--- config.mk ---
export PLATFORM = sky130hd
export DESIGN_NAME = oneshot_stop_ctrl
export DESIGN_NICKNAME = d
export VERILOG_FILES = /design/src/rtl/oneshot_ctrl_pkg.sv /design/src/rtl/stop_down_cnt.sv /design/src/rtl/oneshot_stop_ctrl.sv
export SDC_FILE = /design/constraint.sdc
export NUM_CORES = 1
export LEC_CHECK = 0
export ABC_AREA = 1
export CAP_MARGIN = 20
export CORE_ASPECT_RATIO = 1.25
export CORE_MARGIN = 2
export CORE_UTILIZATION = 47
export DETAILED_ROUTE_END_ITERATION = 7
export PLACE_DENSITY = 0.86
export REMOVE_ABC_BUFFERS = 1
export SETUP_SLACK_MARGIN = 0.5
export SLEW_MARGIN = 20
export SYNTH_ARGS = -nofsm -noshare
export SYNTH_HDL_FRONTEND = slang
export SYNTH_SLANG_ARGS = --single-unit
--- constraint.sdc ---
create_clock -name clk -period 1.8 [get_ports clk]
set_input_delay 0.18 -clock clk [delete_from_list [all_inputs] [get_ports clk]]
set_output_delay 0.18 -clock clk [all_outputs]
set_load 0.01 [all_outputs]
--- src/rtl/oneshot_ctrl_pkg.sv ---
// oneshot_ctrl_pkg: shared FSM state encoding and default widths for the
// one-shot stop controller.
// Latency: n/a (declarations only). Backpressure: n/a.
// Contents: state_t (IDLE/DEAD/GUARD, 2-bit), DEF_DT_W, DEF_GT_W, DEF_CNT_W.
package oneshot_ctrl_pkg;

  typedef enum logic [1:0] {
    IDLE  = 2'd0,
    DEAD  = 2'd1,
    GUARD = 2'd2
  } state_t;

  localparam int DEF_DT_W  = 8;
  localparam int DEF_GT_W  = 4;
  localparam int DEF_CNT_W = 16;

endpackage

--- src/rtl/stop_down_cnt.sv ---
// stop_down_cnt: loadable down-counter with last (cnt==1) and zero flags.
// Latency: load/dec/clr take effect on the next rising edge; flags are combinational from cnt.
// Backpressure: none; dec is ignored once the count reaches zero.
// Ports: clk, rst (sync, active-high), clr (sync clear), load/load_val,
//        dec (decrement enable), cnt (current value), last, zero.
module stop_down_cnt #(
  parameter int W = 8
) (
  input  logic         clk,
  input  logic         rst,
  input  logic         clr,
  input  logic         load,
  input  logic [W-1:0] load_val,
  input  logic         dec,
  output logic [W-1:0] cnt,
  output logic         last,
  output logic         zero
);

  always_ff @(posedge clk) begin
    if (rst || clr) begin
      cnt <= '0;
    end else if (load) begin
      cnt <= load_val;
    end else if (dec && (cnt != '0)) begin
      cnt <= cnt - W'(1);
    end
  end

  assign last = (cnt == W'(1));
  assign zero = (cnt == '0);

endmodule

--- src/rtl/oneshot_stop_ctrl.sv ---
// oneshot_stop_ctrl: sequences the shared trig_stop line for the layer one-shot arrays.
// Latency: trig in cycle N -> trig_acc and trig_stop in cycle N+1; stop lasts max(dead_time,1) clocks,
// then a guard_time re-arm window. Backpressure: triggers outside IDLE are dropped, never queued.
// Ports: clk, rst (sync active-high), en, trig, inhibit, dead_time, guard_time -> trig_stop,
//        trig_acc, busy; stop_cnt/cnt_clr form the accepted-stop counter, built only when
//        ONESHOT_STOP_CNT_EN is defined (otherwise stop_cnt is tied to 0).
module oneshot_stop_ctrl
  import oneshot_ctrl_pkg::*;
#(
  parameter int DT_W  = DEF_DT_W,
  parameter int GT_W  = DEF_GT_W,
  parameter int CNT_W = DEF_CNT_W
) (
  input  logic             clk,
  input  logic             rst,
  input  logic             en,
  input  logic             trig,
  input  logic             inhibit,
  input  logic [DT_W-1:0]  dead_time,
  input  logic [GT_W-1:0]  guard_time,
  output logic             trig_stop,
  output logic             trig_acc,
  output logic             busy,
  output logic [CNT_W-1:0] stop_cnt,
  input  logic             cnt_clr
);

  state_t state, state_nxt;
  logic   trig_stop_nxt, trig_acc_nxt;
  logic   cnt_abort, d_load, d_dec, g_load, g_dec;
  logic   d_last, g_last, g_zero;
  logic   d_unused_zero;
  logic [DT_W-1:0] dcnt;
  logic [GT_W-1:0] gcnt;
  logic [DT_W-1:0] dead_load;

  // A zero dead time still gives one stop cycle.
  assign dead_load = (dead_time == '0) ? DT_W'(1) : dead_time;

  // The guard counter is loaded at acceptance and simply holds during DEAD,
  // so it doubles as the latched guard_time.
  stop_down_cnt #(.W(DT_W)) u_dead_cnt (
    .clk      (clk),
    .rst      (rst),
    .clr      (cnt_abort),
    .load     (d_load),
    .load_val (dead_load),
    .dec      (d_dec),
    .cnt      (dcnt),
    .last     (d_last),
    .zero     (d_unused_zero)
  );

  stop_down_cnt #(.W(GT_W)) u_guard_cnt (
    .clk      (clk),
    .rst      (rst),
    .clr      (cnt_abort),
    .load     (g_load),
    .load_val (guard_time),
    .dec      (g_dec),
    .cnt      (gcnt),
    .last     (g_last),
    .zero     (g_zero)
  );

  always_ff @(posedge clk) begin
    if (rst) begin
      state     <= IDLE;
      trig_stop <= 1'b1;
      trig_acc  <= 1'b0;
      busy      <= 1'b0;
    end else begin
      state     <= state_nxt;
      trig_stop <= trig_stop_nxt;
      trig_acc  <= trig_acc_nxt;
      busy      <= (state_nxt != IDLE);
    end
  end

  always_comb begin
    state_nxt     = state;
    trig_stop_nxt = inhibit | ~en;
    trig_acc_nxt  = 1'b0;
    cnt_abort     = 1'b0;
    d_load        = 1'b0;
    d_dec         = 1'b0;
    g_load        = 1'b0;
    g_dec         = 1'b0;
    if (!en) begin
      // Disable aborts any window from any state.
      state_nxt     = IDLE;
      cnt_abort     = 1'b1;
      trig_stop_nxt = 1'b1;
    end else begin
      case (state)
        IDLE: begin
          if (trig && !inhibit) begin
            state_nxt     = DEAD;
            trig_acc_nxt  = 1'b1;
            trig_stop_nxt = 1'b1;
            d_load        = 1'b1;
            g_load        = 1'b1;
          end
        end
        DEAD: begin
          d_dec         = 1'b1;
          trig_stop_nxt = 1'b1;
          if (d_last) begin
            // Stop drops on the first cycle after the dead window.
            state_nxt     = g_zero ? IDLE : GUARD;
            trig_stop_nxt = inhibit;
          end
        end
        GUARD: begin
          g_dec = 1'b1;
          if (g_last) begin
            state_nxt = IDLE;
          end
        end
        default: begin
          state_nxt     = IDLE;
          trig_stop_nxt = 1'b1;
        end
      endcase
    end
  end

`ifdef ONESHOT_STOP_CNT_EN
  logic [CNT_W-1:0] stop_cnt_q;

  // Clear wins over a coincident increment; the count saturates at all-ones.
  always_ff @(posedge clk) begin
    if (rst || cnt_clr) begin
      stop_cnt_q <= '0;
    end else if (trig_acc && (stop_cnt_q != '1)) begin
      stop_cnt_q <= stop_cnt_q + CNT_W'(1);
    end
  end

  assign stop_cnt = stop_cnt_q;
`else
  logic unused_cnt_clr;
  assign unused_cnt_clr = cnt_clr;
  assign stop_cnt       = '0;
`endif

endmodule
==> summary.txt <==
Status -> complete, no violations
Rows -> 20
Leak Pwr -> 0.706 nW
Hold_buf cts -> 0
Warnings from Yosys -> 0
P_sw -> 252 uW
Die X-Extent -> 50.0 um
Hold path startpoint -> inhibit
Top_reg_cell synth -> dfxtp_1
Clock share of power -> 0.265
Critical path class -> flop to flop
Compound-gate portion of the synthesized area -> 0.112
Total grt overflow -> 0
Initial core utilization -> 0.502
Num CTS Buffers -> 3
Async SR Flop Fraction -> 0
Synth unique cells -> 30
Root buffer cell -> clkbuf_4
Crit path max-delay family -> flip-flops
Sequential fraction of the synthesis area -> 0.274
Vias per inst -> 5.08
# fillers -> 216
Initial antenna violation count -> 0
Slowest stage delay, CP -> 350 ps
Hold crit path type -> input pin to flop
Critical Path, Cell by Cell -> inv_2 > ha_4 > nand2_4 > o21ai_4 > nand2_4 > nor2_2 > nor3_2
H-tree levels -> 1
Setup Skew -> 3.55 ps
Yosys reg bits -> 17
XOR/XNOR share of the synthesized area -> 0.0211
F_max -> 784 MHz
Reg power frac -> 0.488
First-pass GRT wire length -> 4.53 mm
Clock Latency Late Sink -> 290 ps
Core area -> 0.00248 mm2
Power Internal -> 552 uW
Wire length per cell -> 12.1 um
Worst EP required -> 1990 ps
Layout cell share with drive strength beyond 1 -> 0.251
Multiplexer share of the synthesized area -> 0
Final setup fails -> 0
Main combinational cell family by area after synthesis -> simple AND/OR/NAND/NOR gates
Most frequent cell on the critical path -> nand2_4
Area Overhead vs Synth -> 28.5%
Adder-cell share of the synthesized area -> 0.0402
Crit path from -> u_dead_cnt.cnt[1]$_SDFFE_PP0P_
Largest net degree at the start of global routing -> 11
WP data arrival -> 1470 ps
Final hold violations -> 0
Critical path launch point type -> flop
Final GP Congestion -> 0.914
TritonCTS Sinks -> 17
Post-Place Setup Slack -> 215 ps
Peak VDD IR -> 0.366 mV
Post-DRT Antenna Nets -> 0
Count of input and output buffers -> 19
Final setup margin -> 524 ps
Total number of vias -> 1239
Die area -> 0.00308 mm2
DRT Pass-1 Iters -> 4
DRC Markers -> 0
Syn avg cell area -> 6.80 um2
Post-synth EDFFs -> 0
Post-synthesis instance total -> 183
Combinational share of power -> 0.247
Detailed Route Iter0 Violations -> 13
Switching share of power -> 0.314
Slowest CP cell -> dfxtp_2
Worst-path clk slew -> 110 ps
RSZ-0062 raised after global routing -> true
Final min period -> 1280 ps
Critical Path End Type -> flop
Critical path fanouts, max -> 5
Ports -> 37
Vias in the first global route -> 1092
CTS tree -> done
TNS Setup -> 0 ps
Total track usage -> 0.193
Simple-gate portion of the synthesized area -> 0.379
Die height -> 61.5 um
Cell Pwr Density -> 503 mW/mm2
Max Buffers Root-to-Sink -> 2
Diodes inserted -> 0
HPWL after DPL -> 1.99 mm
Final critical-path share of the clock period -> 0.709
Cell Area, Synth -> 0.00124 mm2
Crit path buffers/inverters -> 1
Final wirelength -> 2.95 mm
Reg2reg start -> u_dead_cnt.cnt[1]$_SDFFE_PP0P_
Fin nets -> 234
Final Max Slew Viols -> 0
Max cap viols -> 0
## cell usage in the layout (no fill, tap or decap), drive strengths merged, types with 4 or more instances in the layout
cell type,synthesis,layout
nand2,44,44
conb,1,16
dfxtp,17,17
ha,4,4
buf,17,7
nor2,30,30
o21ai,10,10
clkdlybuf4s50,0,14
nand3,17,17
inv,19,19
a21oi,8,8
## final cells by class
class	instances	area, um2	area share
Clock buffer	3	22.5	0.0141
Timing Repair Buffer	26	248	0.155
Inverter	21	81.3	0.0509
Sequential cell	17	350	0.219
Tap cell	33	41.3	0.0258
Multi-Input combinational cell	143	850	0.532
Clock inverter	1	5.00	0.00313
## worst register-to-register path, cell delays in order, from the launching register on
cell	delay [ps]
dfxtp_2	350
inv_2	90
ha_4	170
nand2_4	80
o21ai_4	240
nand2_4	110
nor2_2	100
nor3_2	40
## cell usage after synthesis, types with 2 or more instances
library cell | instances | area share
o21ai_0 | 9 | 0.036
nand2_1 | 40 | 0.12
nand4_1 | 2 | 0.010
nor2_1 | 25 | 0.075
xor2_1 | 3 | 0.021
nor2_4 | 3 | 0.027
nand2_2 | 2 | 0.010
nand3_1 | 16 | 0.064
nor2_2 | 2 | 0.010
buf_4 | 16 | 0.097
nand2_4 | 2 | 0.018
nand3b_1 | 2 | 0.012
inv_2 | 2 | 0.0060
inv_1 | 17 | 0.051
ha_1 | 4 | 0.040
a21oi_1 | 7 | 0.028
clkinv_2 | 2 | 0.0080
dfxtp_1 | 17 | 0.27
## state kept, by name (all words and copies together) (netlist names)
register and count:
busy 1, trig_acc 1, state 2, trig_stop 1
u_dead_cnt.cnt 8, u_guard_cnt.cnt 4
## what timing repair did
action | CTS | global route
setup endpoints to repair | 15 | 14
resized for setup | 15 | 27
setup buffers | 2 | 2
pin swaps | 2 | 6
hold endpoints to repair | 0 | 0
## power by group through the flow
stage / clock, mW / sequential [mW] / combinational (mW)
after floorplan: 0 / 0.400 / 0.104
after detailed placement: 0 / 0.401 / 0.173
after global placement: 0 / 0.400 / 0.170
final: 0.213 / 0.392 / 0.199
after global routing: 0.236 / 0.394 / 0.219
after CTS: 0.212 / 0.392 / 0.181
## metrics by stage
step | power (mW) | instances | utilization | area [um2] | hold slack, ps
6_report | 0.804 | 244 | 0.645 | 1600 | 258
3_3_place_gp | 0.570 | 236 | 0.574 | 1420 | 487
5_1_grt | 0.849 | 244 | 0.645 | 1600 | 266
2_1_floorplan | 0.504 | 181 | - | 1170 | 295
4_1_cts | 0.784 | 242 | 0.605 | 1500 | 487
3_5_place_dp | 0.573 | 236 | 0.574 | 1420 | 487
## metal layers
layer  vias to the layer above  track usage  part of all wire
met5                         -            0                 0
met4                         0       0.0833             0.024
met3                         9       0.0316             0.034
met2                        34        0.374              0.53
met1                       586        0.207              0.41
li1                        610            -                 -
## cells by family (layout without fill, tap and decap cells)
logic type	Yosys count	in the layout
buf+inv	38	51
xor+xnor	3	3
fa+ha+maj	4	4
compound gates	22	22
flops	17	17
other cells	1	16
simple gates	98	98
## path summary, 6_finish.rpt
check	end	slack [ps]	cells after the start
max	u_dead_cnt.cnt[2]$_SDFFE_PP0P_	520	7
min	trig_stop$_SDFF_PP1_	260	3
max reg2reg	u_dead_cnt.cnt[2]$_SDFFE_PP0P_	520	7
min reg2reg	u_guard_cnt.cnt[1]$_SDFFE_PP0P_	510	2
Note: power is estimated with default switching activity, not from simulation.
